`src/rtl/alu_pkg.sv`:
```
// Shared definitions for the sequential ALU: opcode map and FSM state encoding.
// Latency: n/a (declarations only).
// Backpressure: n/a (declarations only).
package alu_pkg;

   // Opcode map, compatible with the original 4-bit combinational ALU
   localparam logic [3:0] OP_ADDC   = 4'b0001;
   localparam logic [3:0] OP_ADD    = 4'b0010;
   localparam logic [3:0] OP_SUB    = 4'b0011;
   localparam logic [3:0] OP_AND    = 4'b0100;
   localparam logic [3:0] OP_NOR    = 4'b0101;
   localparam logic [3:0] OP_XNOR   = 4'b0110;
   localparam logic [3:0] OP_NOT    = 4'b0111;
   localparam logic [3:0] OP_LSR    = 4'b1000;
   localparam logic [3:0] OP_LSL    = 4'b1001;
   localparam logic [3:0] OP_ASR    = 4'b1010;
   localparam logic [3:0] OP_ACC    = 4'b1011;
   localparam logic [3:0] OP_CLRACC = 4'b1100;

   typedef enum logic {
      ST_IDLE  = 1'b0,
      ST_SHIFT = 1'b1
   } state_t;

endpackage

```
`src/rtl/alu_addsub.sv`:
```
// WIDTH-bit adder/subtractor shared by ADD, ADDC, SUB and ACC.
// Latency: purely combinational.
// Backpressure: none.
module alu_addsub #(
   parameter int WIDTH = 8
) (
   input  logic [WIDTH-1:0] a,
   input  logic [WIDTH-1:0] b,
   input  logic             cin,
   input  logic             sub,
   output logic [WIDTH-1:0] sum,
   output logic             cout,
   output logic             of
);

   logic [WIDTH-1:0] b_eff;
   logic             c_eff;
   logic [WIDTH:0]   full;

   // Subtract is A + ~B + 1, so carry-out doubles as the no-borrow flag
   always_comb begin
      b_eff = sub ? ~b : b;
      c_eff = sub ? 1'b1 : cin;
      full  = {1'b0, a} + {1'b0, b_eff} + {{WIDTH{1'b0}}, c_eff};
      sum   = full[WIDTH-1:0];
      cout  = full[WIDTH];
      // Overflow: both addends share a sign that the result does not
      of    = (a[WIDTH-1] == b_eff[WIDTH-1]) && (sum[WIDTH-1] != a[WIDTH-1]);
   end

endmodule

```
`src/rtl/alu_seq.sv`:
```
// Registered WIDTH-bit ALU with accumulator, iterative shifts and zero/neg flags.
// Latency: 1 cycle for arithmetic/logic, max(k,1) cycles for a k-bit shift.
// Backpressure: none; start is ignored while a shift is busy (no queueing).
module alu_seq
   import alu_pkg::*;
#(
   parameter int WIDTH = 8,
   parameter int CW    = $clog2(WIDTH + 1)
) (
   input  logic             clk,
   input  logic             reset,
   input  logic             start,
   input  logic [3:0]       opcode,
   input  logic [WIDTH-1:0] aluin_a,
   input  logic [WIDTH-1:0] aluin_b,
   input  logic             cin,
   output logic             busy,
   output logic             done,
   output logic [WIDTH-1:0] alu_out,
   output logic             cout,
   output logic             of,
   output logic             zero,
   output logic             neg
);

   localparam logic [WIDTH-1:0] W_B = WIDTH'(WIDTH);
   localparam logic [CW-1:0]    W_C = CW'(WIDTH);

   state_t           state, state_nxt;
   logic [WIDTH-1:0] acc, acc_nxt;
   logic [WIDTH-1:0] shreg, shreg_nxt;
   logic [CW-1:0]    cnt, cnt_nxt;
   logic [3:0]       op_q, op_nxt;
   logic [WIDTH-1:0] alu_out_nxt;
   logic             cout_nxt, of_nxt, done_nxt;

   logic [WIDTH-1:0] as_a, as_b, as_sum;
   logic             as_cin, as_sub, as_cout, as_of;
   logic [CW-1:0]    k;
   logic [WIDTH:0]   sh_start, sh_run;

   // One-bit shift step; MSB of the return value is the bit shifted out
   function automatic logic [WIDTH:0] shift1(input logic [3:0] op, input logic [WIDTH-1:0] v);
      logic [WIDTH:0] r;
      r = {1'b0, v};
      case (op)
         OP_LSR:  r = {v[0], 1'b0, v[WIDTH-1:1]};
         OP_LSL:  r = {v[WIDTH-1], v[WIDTH-2:0], 1'b0};
         OP_ASR:  r = {v[0], v[WIDTH-1], v[WIDTH-1:1]};
         default: r = {1'b0, v};
      endcase
      return r;
   endfunction

   alu_addsub #(.WIDTH(WIDTH)) u_addsub (
      .a    (as_a),
      .b    (as_b),
      .cin  (as_cin),
      .sub  (as_sub),
      .sum  (as_sum),
      .cout (as_cout),
      .of   (as_of)
   );

   assign busy = (state == ST_SHIFT);
   assign zero = (alu_out == '0);
   assign neg  = alu_out[WIDTH-1];

   // Next-state, datapath muxing and result selection
   always_comb begin
      state_nxt   = state;
      acc_nxt     = acc;
      shreg_nxt   = shreg;
      cnt_nxt     = cnt;
      op_nxt      = op_q;
      alu_out_nxt = alu_out;
      cout_nxt    = cout;
      of_nxt      = of;
      done_nxt    = 1'b0;

      // Adder operands: ACC adds A into the accumulator, others use A/B
      as_a   = (opcode == OP_ACC) ? acc : aluin_a;
      as_b   = (opcode == OP_ACC) ? aluin_a : aluin_b;
      as_cin = (opcode == OP_ADDC) ? cin : 1'b0;
      as_sub = (opcode == OP_SUB);

      // Shift distance saturates at WIDTH
      k        = (aluin_b > W_B) ? W_C : aluin_b[CW-1:0];
      sh_start = shift1(opcode, aluin_a);
      sh_run   = shift1(op_q, shreg);

      case (state)
         ST_IDLE: begin
            if (start) begin
               done_nxt = 1'b1;
               cout_nxt = 1'b0;
               of_nxt   = 1'b0;
               case (opcode)
                  OP_ADDC, OP_ADD, OP_SUB: begin
                     alu_out_nxt = as_sum;
                     cout_nxt    = as_cout;
                     of_nxt      = as_of;
                  end
                  OP_ACC: begin
                     acc_nxt     = as_sum;
                     alu_out_nxt = as_sum;
                     cout_nxt    = as_cout;
                     of_nxt      = as_of;
                  end
                  OP_CLRACC: begin
                     acc_nxt     = '0;
                     alu_out_nxt = '0;
                  end
                  OP_AND:  alu_out_nxt = aluin_a & aluin_b;
                  OP_NOR:  alu_out_nxt = ~(aluin_a | aluin_b);
                  OP_XNOR: alu_out_nxt = ~(aluin_a ^ aluin_b);
                  OP_NOT:  alu_out_nxt = ~aluin_a;
                  OP_LSR, OP_LSL, OP_ASR: begin
                     if (k == '0) begin
                        alu_out_nxt = aluin_a;
                     end else if (k == CW'(1)) begin
                        alu_out_nxt = sh_start[WIDTH-1:0];
                        cout_nxt    = sh_start[WIDTH];
                     end else begin
                        // First bit shifts now; the rest iterate in ST_SHIFT
                        done_nxt  = 1'b0;
                        cout_nxt  = cout;
                        of_nxt    = of;
                        shreg_nxt = sh_start[WIDTH-1:0];
                        cnt_nxt   = k - CW'(1);
                        op_nxt    = opcode;
                        state_nxt = ST_SHIFT;
                     end
                  end
                  default: alu_out_nxt = '0;
               endcase
            end
         end
         ST_SHIFT: begin
            shreg_nxt = sh_run[WIDTH-1:0];
            cnt_nxt   = cnt - CW'(1);
            // Last remaining bit: publish result and the bit it pushed out
            if (cnt == CW'(1)) begin
               done_nxt    = 1'b1;
               alu_out_nxt = sh_run[WIDTH-1:0];
               cout_nxt    = sh_run[WIDTH];
               of_nxt      = 1'b0;
               state_nxt   = ST_IDLE;
            end
         end
         default: state_nxt = ST_IDLE;
      endcase
   end

   // State and result registers; reset aborts any shift in flight
   always_ff @(posedge clk or posedge reset) begin
      if (reset) begin
         state   <= ST_IDLE;
         acc     <= '0;
         shreg   <= '0;
         cnt     <= '0;
         op_q    <= 4'b0000;
         alu_out <= '0;
         cout    <= 1'b0;
         of      <= 1'b0;
         done    <= 1'b0;
      end else begin
         state   <= state_nxt;
         acc     <= acc_nxt;
         shreg   <= shreg_nxt;
         cnt     <= cnt_nxt;
         op_q    <= op_nxt;
         alu_out <= alu_out_nxt;
         cout    <= cout_nxt;
         of      <= of_nxt;
         done    <= done_nxt;
      end
   end

endmodule

```
`config.mk`:
```
export PLATFORM = sky130hd
export DESIGN_NAME = alu_seq
export DESIGN_NICKNAME = d
export VERILOG_FILES = /design/src/rtl/alu_pkg.sv /design/src/rtl/alu_addsub.sv /design/src/rtl/alu_seq.sv
export SDC_FILE = /design/constraint.sdc
export NUM_CORES = 1
export LEC_CHECK = 0
export ABC_CLOCK_PERIOD_IN_PS = 3100
export CAP_MARGIN = 0
export CORE_UTILIZATION = 40
export DETAILED_ROUTE_END_ITERATION = 16
export GPL_TIMING_DRIVEN = 0
export PLACE_DENSITY = 0.59
export SYNTH_ARGS = -nofsm -noshare
export SYNTH_HDL_FRONTEND = slang
export SYNTH_SLANG_ARGS = --single-unit
```
`constraint.sdc`:
```
create_clock -name clk -period 3.1 [get_ports clk]
set_input_delay 0.31 -clock clk [delete_from_list [all_inputs] [get_ports clk]]
set_output_delay 0.31 -clock clk [all_outputs]
set_load 0.05 [all_outputs]
```
==> results.json <==
{
  "grt_usage": 0.2548,
  "seq_area_frac_synth": 0.2546,
  "hold_viol": 0,
  "yosys.cell_types.count": 71,
  "antenna_found_initial": 0,
  "power-per-cell-area_nw_per_um2": 654.3,
  "numCtsBuffers": 5,
  "fin_nets": 532,
  "maxCapViolations": 0,
  "fp.dieH_um": 96.06,
  "syn_area_per_cell_um2": 8.405,
  "synthesis.area_um2": 3538,
  "drt-pass1-iter-count": 5,
  "routed_wl_um": 11190,
  "vdd_ir_drop_max_mv": 0.3125,
  "io_pins": 38,
  "dp_hpwl_um": 8428,
  "synth_edf_count": 0,
  "avgRoutedWirePerCell_um": 19.13,
  "startpoint": "opcode[3]",
  "hold_buffers": 0,
  "grt_max_degree": 37,
  "drt-vias-per-instance": 5.894,
  "timing.rr.end": "cout$_DFFE_PP0P_",
  "clock-root-buffer": "clkbuf_8",
  "cts_tree": "built",
  "cts_buffer_depth": 2,
  "synth_seq_cells": 36,
  "multi_input_area_um2": 2439,
  "timing.rr.start": "acc[0]$_DFFE_PP0P_",
  "finalSetupViolations": 0,
  "fin_worst_skew_ps": 8.795,
  "syn_inst": 421,
  "max_freq_mhz": 334.0,
  "synth_nets": 474,
  "htreeDepth": 2,
  "timing.final.crit_period_ps": 2994,
  "start_kind": "input pin",
  "rows": 33,
  "cp.arrival_ps": 3170,
  "core-area_um2": 8382,
  "grt-ovfl-total": 0,
  "fillers": 818,
  "drcViolationCount": 0,
  "required_ps": 3270,
  "grt_setup_unrepaired": "true",
  "drv_slew": 0,
  "relSlewSlack": 0.2839,
  "grt_pass1_vias": 3187,
  "tightest_slew_ps": 1065,
  "layout_common_cells": "nor2_1, nand2_1, dfrtp_1, inv_1, clkdlybuf4s50_1",
  "drive_above_1_share": 0.1729,
  "reg2reg_depth": 10,
  "numClockSinks": 36,
  "leakagePower_nw": 1.902,
  "hold_depth": 2,
  "clk_pin_slew_ps": 70,
  "syn2layout_area_growth_pct": 24.58,
  "port-buffer-count": 37,
  "num_vias": 3448,
  "clkLatencyLatePin_ps": 300,
  "antenna_cells": 0,
  "end_kind": "flip-flop",
  "final_common_cell": "nor2_1",
  "hp-class": "flip-flop to flip-flop",
  "ys_async_sr_fraction": 1.000,
  "seqCellArea_um2": 900.9,
  "final.period_utilization": 0.9658,
  "die_w_um": 96.06,
  "crit_end": "cout$_DFFE_PP0P_",
  "power_mw": 2.884,
  "die_area_um2": 9227,
  "yosysWarnings": 0,
  "reg2reg_slack_ps": 620,
  "outcome": "finished, final reports clean",
  "critPathMaxFanout": 6,
  "synthFlopType": "dfrtp_1",
  "drt-initial-drc-count": 349,
  "grt_pass1_wl_um": 17520,
  "start_util": 0.4222,
  "criticalPathCategory": "input pin to flip-flop",
  "gp_congestion": 0.9289,
  "antenna_violating_nets_post_route": 0,
  "hold_ws_ps": 474.9
}
==> sequential cells by signal, summed over array words and instances, names as in the netlist <==
register and cells:
of 1, cnt 4, acc 8, op_q 4, busy 1, shreg 8
cout 1, alu_out 8, done 1
==> worst max-delay path, cell delays in order <==
cell	delay (ps)
dlygate4sd2_1	250
buf_6	110
nor2b_2	140
clkbuf_8	140
nand3_4	100
buf_8	140
mux2_4	310
fa_2	400
inv_2	60
fa_2	190
nor2b_1	60
o31a_1	270
o31a_1	280
o21a_1	190
o21ai_2	140
a21oi_1	80
==> per-stage QoR <==
stage	utilization	std cells	setup WS [ps]	area, um^2	TNS, ps
after CTS	0.5201	586	2.346	4359	0
after detailed placement	0.4834	563	-924.1	4051	-13950
after global routing	0.5259	585	-83.64	4408	-96.29
after floorplan	-	421	8.478	3550	0
final	0.5259	585	105.9	4408	0
after global placement	0.4834	563	-936.6	4051	-13630
==> routing by layer <==
metal | share of wire | wire length, um | track usage | up-vias
met5 | 0 | 0 | 0 | -
met2 | 0.45 | 5074 | 0.4131 | 135
li1 | - | - | - | 1646
met1 | 0.48 | 5367 | 0.3638 | 1650
met3 | 0.048 | 542 | 0.02370 | 17
met4 | 0.018 | 205 | 0.05970 | 0
==> layout make-up <==
| class | count | area share |
|---|---|---|
| Timing Repair Buffer | 52 | 0.1118 |
| Sequential cell | 36 | 0.2044 |
| Clock inverter | 2 | 0.007948 |
| Buffer | 22 | 0.04456 |
| Clock buffer | 6 | 0.01646 |
| Tap cell | 105 | 0.02980 |
| Inverter | 36 | 0.03179 |
| Multi-Input combinational cell | 326 | 0.5532 |
==> power by group <==
part / switching [mW] / internal (mW) / total [mW]
Combinational: 0.958 / 0.647 / 1.60
Sequential: 0.177 / 0.677 / 0.855
Clock: 0.185 / 0.239 / 0.424
==> worst min path at each step <==
stage	end	slack, ps	from
3_5_place_dp	of$_DFFE_PP0P_	470	of$_DFFE_PP0P_
5_1_grt	of$_DFFE_PP0P_	510	of$_DFFE_PP0P_
2_1_floorplan	acc[4]$_DFFE_PP0P_	440	acc[4]$_DFFE_PP0P_
3_3_place_gp	acc[4]$_DFFE_PP0P_	470	acc[4]$_DFFE_PP0P_
4_1_cts	of$_DFFE_PP0P_	490	of$_DFFE_PP0P_
6_report	of$_DFFE_PP0P_	470	of$_DFFE_PP0P_
==> repair_timing <==
action,4_1_cts,5_1_grt
resized for setup,26,13
pin swaps,9,8
endpoints found under the setup margin,19,14
buffers inserted,15,0
cloned,0,0
==> cell usage after synthesis, drive strengths merged (3+ instances only) <==
library cell,instances,area [um^2]
mux4,5,116.4
nand3,7,40.04
o31ai,3,22.52
o21a,4,30.03
nand2,39,148.9
xor2,3,26.28
inv,35,131.4
nor3,5,41.29
or4,3,26.27
a31oi,5,31.28
mux2,12,135.1
xnor2,13,113.9
a22o,8,70.07
o22ai,9,56.30
nor4,3,18.77
clkbuf,13,98.85
nor2b,8,50.05
dfrtp,36,900.9
a22oi,4,30.03
o211ai,7,52.55
and3,4,25.02
nand2b,6,45.04
nor2,42,157.7
o221ai,6,52.55
o21ai,21,105.1
o31a,3,26.28
ha,27,337.8
a21boi,3,22.52
a211oi,8,60.06
mux2i,6,60.06
a21oi,33,165.2
buf,9,53.80
==> cells by family (layout without fill, tap and decap cells) <==
logic type / Yosys count / count (layout) / share of synthesized area
and+or+nand+nor: 131 / 131 / 0.1878
buffers and inverters: 59 / 118 / 0.08593
muxes: 23 / 23 / 0.08805
AOI/OAI and AO/OA: 127 / 127 / 0.2373
DFF: 36 / 36 / 0.2546
adders and majority gates: 29 / 29 / 0.1068
xor gates and xnor gates: 16 / 16 / 0.03961
(Power assumes the default switching activity.)
